--- config.mk ---
export PLATFORM = sky130hd
export DESIGN_NAME = nes_pad_multi
export DESIGN_NICKNAME = d
export VERILOG_FILES = /design/src/rtl/nes_pad_pkg.sv /design/src/rtl/nes_pad_shifter.sv /design/src/rtl/nes_pad_multi.sv
export SDC_FILE = /design/constraint.sdc
export NUM_CORES = 1
export LEC_CHECK = 0
export ABC_AREA = 0
export CAP_MARGIN = 40
export CORE_ASPECT_RATIO = 1.4
export CORE_MARGIN = 10
export CORE_UTILIZATION = 55
export CTS_BUF_LIST = sky130_fd_sc_hd__clkbuf_8
export CTS_CLUSTER_DIAMETER = 120
export DETAILED_ROUTE_END_ITERATION = 8
export PLACE_DENSITY = 0.82
export SETUP_SLACK_MARGIN = 0.3
export SKIP_LAST_GASP = 1
export SLEW_MARGIN = 10
export SYNTH_ARGS = -nofsm -noshare
export SYNTH_HDL_FRONTEND = slang
export SYNTH_SLANG_ARGS = --single-unit
--- constraint.sdc ---
create_clock -name clk -period 1.9 [get_ports clk]
set_input_delay 0.57 -clock clk [delete_from_list [all_inputs] [get_ports clk]]
set_output_delay 0.57 -clock clk [all_outputs]
set_load 0.005 [all_outputs]
--- src/rtl/nes_pad_pkg.sv ---
// Shared constants for the multi-port game-pad model: button bit positions
// within a pad word and the standard shift lengths for NES and SNES pads.
package nes_pad_pkg;

    localparam int BTN_A      = 0;
    localparam int BTN_B      = 1;
    localparam int BTN_SELECT = 2;
    localparam int BTN_START  = 3;
    localparam int BTN_UP     = 4;
    localparam int BTN_DOWN   = 5;
    localparam int BTN_LEFT   = 6;
    localparam int BTN_RIGHT  = 7;

    // Extra SNES buttons, shifted out after the NES-compatible eight
    localparam int BTN_SA     = 8;
    localparam int BTN_SX     = 9;
    localparam int BTN_SL     = 10;
    localparam int BTN_SR     = 11;

    localparam int NES_BITS   = 8;
    localparam int SNES_BITS  = 16;

endpackage

--- src/rtl/nes_pad_shifter.sv ---
// One 4021-style parallel-in/serial-out pad: level-sensitive load, rd edge
// shifting with a constant fill, and a saturating read counter with done flag.
module nes_pad_shifter
    import nes_pad_pkg::*;
#(
    parameter int   BITS      = NES_BITS,
    parameter logic POST_READ = 1'b1
) (
    input  logic            clk,
    input  logic            rst_n,
    input  logic            strobe,
    input  logic            rd,
    input  logic [BITS-1:0] eff,
    output logic            data,
    output logic            done
);

    localparam int              CNT_W   = $clog2(BITS + 1);
    localparam logic [CNT_W-1:0] CNT_MAX = CNT_W'(BITS);

    logic [BITS-1:0]  sr;
    logic [CNT_W-1:0] cnt;
    logic             rd_r;
    logic             rd_edge;

    function automatic logic [CNT_W-1:0] sat_inc(input logic [CNT_W-1:0] c);
        return (c >= CNT_MAX) ? CNT_MAX : c + 1'b1;
    endfunction

    assign rd_edge = rd & ~rd_r;
    assign data    = ~sr[0];

    // rd history always follows rd, so a read held across strobe falling is not a new edge
    always_ff @(posedge clk or negedge rst_n) begin
        if (!rst_n) begin
            sr   <= '0;
            cnt  <= '0;
            done <= 1'b0;
            rd_r <= 1'b0;
        end else begin
            rd_r <= rd;
            if (strobe) begin
                sr   <= eff;
                cnt  <= '0;
                done <= 1'b0;
            end else if (rd_edge) begin
                sr   <= {~POST_READ, sr[BITS-1:1]};
                cnt  <= sat_inc(cnt);
                done <= (sat_inc(cnt) == CNT_MAX);
            end
        end
    end

endmodule

--- src/rtl/nes_pad_multi.sv ---
// Multi-port game-pad model: NUM_PADS independent shifters behind a shared
// strobe, with a free-running turbo timer that masks turbo-enabled buttons.
module nes_pad_multi
    import nes_pad_pkg::*;
#(
    parameter int          NUM_PADS     = 2,
    parameter int          BITS         = NES_BITS,
    parameter logic        POST_READ    = 1'b1,
    parameter int unsigned TURBO_PERIOD = 800000
) (
    input  logic                     clk,
    input  logic                     rst_n,
    input  logic                     strobe,
    input  logic [NUM_PADS-1:0]      rd,
    input  logic [NUM_PADS*BITS-1:0] btns,
    input  logic [NUM_PADS*BITS-1:0] turbo_en,
    output logic [NUM_PADS-1:0]      data,
    output logic [NUM_PADS-1:0]      done,
    output logic                     turbo_phase
);

    localparam int            TW         = $clog2(TURBO_PERIOD);
    localparam logic [TW-1:0] TURBO_LAST = TW'(TURBO_PERIOD - 1);

    logic [TW-1:0]            turbo_cnt;
    logic [NUM_PADS*BITS-1:0] eff;

    always_ff @(posedge clk or negedge rst_n) begin
        if (!rst_n) begin
            turbo_cnt   <= '0;
            turbo_phase <= 1'b0;
        end else if (turbo_cnt == TURBO_LAST) begin
            turbo_cnt   <= '0;
            turbo_phase <= ~turbo_phase;
        end else begin
            turbo_cnt   <= turbo_cnt + 1'b1;
        end
    end

    // Turbo buttons read released during phase 0 and pass through during phase 1
    assign eff = btns & ~(turbo_en & {(NUM_PADS*BITS){~turbo_phase}});

    for (genvar i = 0; i < NUM_PADS; i++) begin : g_pad
        nes_pad_shifter #(
            .BITS      (BITS),
            .POST_READ (POST_READ)
        ) u_pad (
            .clk    (clk),
            .rst_n  (rst_n),
            .strobe (strobe),
            .rd     (rd[i]),
            .eff    (eff[i*BITS +: BITS]),
            .data   (data[i]),
            .done   (done[i])
        );
    end

endmodule

# Word-level counts from Yosys, hierarchy flattened

Index checks and enable logic that the tools add are counted.

Flip-flop bits (word level): 49
Input bits: 37
Word-level logic and storage cells: 45

$add $sub $neg: 3
$lt $le $gt $ge: 2
Eq/ne operators: 3
Muxes and demuxes: 15
Bitwise gates (word level): 10
Reduce and logical (&&, ||, !) cells: 2

Operator list:

| cell                  | count |
|---|---|
| $and 16x16->16        | 2 |
| $mux 8                | 4 |
| $mux 4                | 6 |
| $add 20x1->20 const B | 1 |
| $eq 20x20->1 const B  | 1 |
| $mux 20               | 1 |
| $not 16->16           | 1 |
| $add 4x1->4 const B   | 2 |
| $eq 4x4->1 const B    | 2 |
| $ge 4x4->1 const B    | 2 |
| $not 1->1             | 5 |
| $mux 1                | 4 |
| $reduce_bool 2->1     | 2 |
| $and 1x1->1           | 2 |

# Depth between registers and ports, before layout

Depth in word-level cells: 5
Gate-level depth with buffers: 6

# Hierarchy

Synthesis repeated with hierarchy kept, for this count alone.

Cell total of the unflattened synthesis: 241
Area, all modules: 2426.1 µm²

By module, submodules not included:

| module                            | instances | cells an instance | area each (µm²) |
|---|---|---|---|
| nes_pad_multi                     | 1         | 110               | 1108.6 |
| nes_pad_shifter at g_pad[1].u_pad | 1         | 66                | 664.4 |
| nes_pad_shifter at g_pad[0].u_pad | 1         | 65                | 653.1 |

# Least setup slack after synthesis

Ideal clock, no wire load.

Path kind: flip-flop to flip-flop
Start point: reg turbo_cnt[0]
End point: reg turbo_cnt[14]
Arrival: 1.382 ns
Data required time: 1.821 ns
Setup slack: 0.439 ns
Cell stages (with the launch flop): 7
Buffers on the path: 1
Clock period less this slack: 1.461 ns
Cell sequence: dfrtp_1 ha_1 nand3_1 or2_1 buf_6 nor3_4 xor2_1

Cells in the longest elaborated chain, start to end: 2
Elaborated cells on any way between the ends: 3
Classes of those cells: 1 x add/sub; 1 x eq/ne; 1 x mux

RTL lines:

| element                                              | RTL line                                 | RTL |
|---|---|---|
| start, declared                                      | nes_pad_multi.sv:25                      | `logic [TW-1:0] turbo_cnt;` |
| start signal, assigned                               | nes_pad_multi.sv:36                      | `turbo_cnt <= turbo_cnt + 1'b1;` |
| $add 20x1->20 / $eq 20x20->1 (equally long branches) | nes_pad_multi.sv:36, nes_pad_multi.sv:32 |  |
| $mux 20 (*)                                          | nes_pad_multi.sv:32                      | `end else if (turbo_cnt == TURBO_LAST) begin` |

Every way passes the cells marked *; elsewhere a longest branch is shown, timed or not.
A chain may end at the register's enable or synchronous reset.

# Final worst setup path

Start point: reg turbo_cnt[0]
End point: reg turbo_cnt[19]

Same word-level chain as after synthesis.

==> flow_summary_export.csv <==
group,metric,value,unit
flow_run,drv_cap,0,
clock_network,clock_sinks,49,
setup_path,critPathLaunchType,"flop",
clock_network,cts_buffers,5,
yosys,synthesis.nets,303,
yosys,synth_xor_area_frac,0.0583,
setup_path,cp-startpoint,"turbo_cnt[0]$_DFF_PN0_",
yosys,synth_commonest_cells,"dfrtp_1, inv_1, nor2_1",
global_route,first_global_vias,2022,
yosys,synth_edf_count,0,
clock_network,path_clk_slew,0.09,ns
yosys,synth_top_area_share,0.484,
yosys,avgSynthCellArea,9.70,um^2
routing,vias_per_cell,5.36,
floorplan,dieArea,7760,um^2
timing,worstMarginPinSlew,0.317,ns
pwr,leakagePower,1.45,nW
yosys,ys_ff_latch,49,
setup_path,crit_required,2.09,ns
placement,dpl.cell_count,357,
cells_and_area,fillers,371,
cells_and_area,area_growth,25.8,%
yosys,synth_cell_type_count,38,
routing,wl_per_cell,14.8,um
yosys,synth_seq_area_share,0.484,
yosys,yosys_warnings,0,
clock_network,root_buffer,"clkbuf_8",
timing,fmax,0.637,GHz
timing,setup_viol,0,
yosys,synth-async-reset-ratio,1.00,
timing,post-route-period-util,0.826,
placement,port_buffers,41,
worst_hold_path,hold_path_class,"in -> async",
placement,hpwl,3.95,mm
timing,slew_viol_final,0,
yosys,yosys.area_share.simple,0.229,
routing,ant_nets,0,
global_route,grt_use_total,0.152,
setup_path,crit-reg2reg-launch,"turbo_cnt[0]$_DFF_PN0_",
floorplan,row_count,29,
yosys,synth_compound_area_frac,0.133,
yosys,synth.most_common_cell,"dfrtp_1",
cells_and_area,antennaDiodeCount,0,
floorplan,core_area,4500,um^2
clock_network,clk_path_buf_depth,2,
global_route,grt_pass1_wl,9.63,mm
clock_network,clk_latency,0.30,ns
cells_and_area,nNetsFinal,347,
yosys,postSynthCellCount,261,
routing,drc,0,
clock_network,cts.htree.levels,2,
yosys,synth_area,2530,um^2
floorplan,start_util,0.563,
yosys,synth_fa_ha_area_frac,0.0247,
run_status,outcome,"completed",
routing,dr.pass1.iters,4,
pwr,peakVddDrop,0.543,mV
routing,first_iter_violations,51,
routing,num_vias,1967,
floorplan,fp.dieW,77.4,um
placement,finalWeightedCongestion,0.764,
global_route,grt-ovfl-total,0,
clock_network,cts_tree,"done",
timing,setup_tns,0,ns
timing,rsz0062_at_grt,"true",
cells_and_area,layout-drive-gt1-share,0.121,
global_route,grt_max_degree,50,
yosys,synth_top_area_cell,"dfrtp_1",
yosys,synth_top_family_by_area,"simple AND/OR/NAND/NOR gates",
floorplan,io_pins,42,
setup_path,end_kind,"flop",
routing,drt_wl_total,5.43,mm
setup_path,worst_ep_arrival_time,1.76,ns
yosys,muxShareOfSynthArea,0.00395,
timing,layout_min_cycle_time,1.57,ns
timing,relSlewSlack,0.787,
timing,fin_hold_ws,0.237,ns
yosys,synth_top_flop_cell,"dfrtp_1",
setup_path,cp_max_fo,4,
setup_path,critical_path_class,"reg -> reg",
timing,final-hold-violation-count,0,
cells_and_area,instances_no_fill,367,
floorplan,die_y,100,um
pwr,p_per_area,612,nW/um^2
clock_network,hold_buffers,0,
yosys,yosys-top-cells-area,"dfrtp_1, a211oi_1, a21oi_1, o21ai_0, inv_1",
timing,fin_skew,0.00775,ns
global_route,antenna_found_initial,0,
## flip-flops by register name (all words and copies together) (netlist names)
name,cells
g_pad.u_pad.cnt,8
g_pad.u_pad.done,2
g_pad.u_pad.rd_r,2
g_pad.u_pad.sr,16
turbo_cnt,20
turbo_phase,1
## routing by layer
metal	wire length [um]	GRT usage
met1	2310	0.174
met2	2810	0.261
met3	207	0.0394
met4	99	0.0634
met5	0	0
## worst max-delay path: stages (launching register included)
cell and delay, ns:
dfrtp_1 0.44, nand4_1 0.23, nor4_4 0.42, nor3b_1 0.28, a2111oi_2 0.08
## worst paths after layout
path / depth (start not counted) / endpoint / slack [ns]
min in group clk: 1 / g_pad[0].u_pad.rd_r$_DFF_PN0_ / 0.48
worst min register to register: 1 / turbo_cnt[17]$_DFF_PN0_ / 0.51
worst max register to register: 4 / turbo_cnt[19]$_DFF_PN0_ / 0.33
max in group asynchronous: 2 / turbo_cnt[3]$_DFF_PN0_ / 1.43
worst max-delay path: 4 / turbo_cnt[19]$_DFF_PN0_ / 0.33
worst min-delay path: 2 / g_pad[1].u_pad.done$_DFFE_PN0P_ / 0.24
## cells in the final DEF, fill, tap and decap left out, types with 3 or more instances in the layout
cell / netlist / routed
dlygate4sd2_1: 0 / 4
o21ai_0: 19 / 19
nor3b_1: 3 / 3
and2_1: 13 / 13
ha_1: 5 / 4
nor2_1: 23 / 23
clkdlybuf4s50_1: 0 / 34
a21oi_1: 20 / 20
dfrtp_1: 49 / 47
nor3_1: 8 / 8
xor2_1: 7 / 7
nand2_1: 12 / 12
inv_1: 24 / 25
nand3_1: 8 / 6
buf_4: 4 / 9
xnor2_1: 8 / 8
a211oi_1: 14 / 14
clkbuf_8: 0 / 6
## area by class of cell
class | instances | area [um^2] | share of cell area
tap | 62 | 77.6 | 0.0243
clock buffer | 6 | 82.6 | 0.0259
multi-input combinational | 173 | 1190 | 0.375
clock inverter | 1 | 3.75 | 0.00118
timing repair buffer | 52 | 510 | 0.160
inverter | 24 | 90.1 | 0.0283
sequential | 49 | 1230 | 0.386
## repair_timing
action / 4_1_cts / 5_1_grt
pin swaps: 0 / 4
setup endpoints to repair: 19 / 19
gates resized for setup: 7 / 12
buffers inserted: 0 / 3
## report_power, final
part           total, mW  switching [mW]  internal (mW)
logic              0.240           0.105          0.135
registers           1.11          0.0237           1.08
clock network      0.605           0.321          0.284
## per-stage QoR
| stage | area (um^2) | power, mW | utilization | worst slack (ns) |
|---|---|---|---|---|
| 3_3_place_gp | 3020 | 1.37 | 0.672 | 0.0759 |
| 4_1_cts | 3110 | 1.98 | 0.690 | 0.293 |
| 5_1_grt | 3190 | 2.05 | 0.708 | 0.237 |
| 3_5_place_dp | 3020 | 1.37 | 0.672 | 0.0437 |
| 2_1_floorplan | 2530 | 1.23 | - | 0.439 |
| 6_report | 3190 | 1.95 | 0.708 | 0.330 |
## logic make-up after synthesis
logic type / after synthesis
buffers and inverters: 39
and+or+nand+nor: 94
xor gates and xnor gates: 16
muxes: 1
adders and majority gates: 5
AOI/OAI and AO/OA: 57
DFF: 49
No activity file was read; power rests on OpenSTA's default activity.
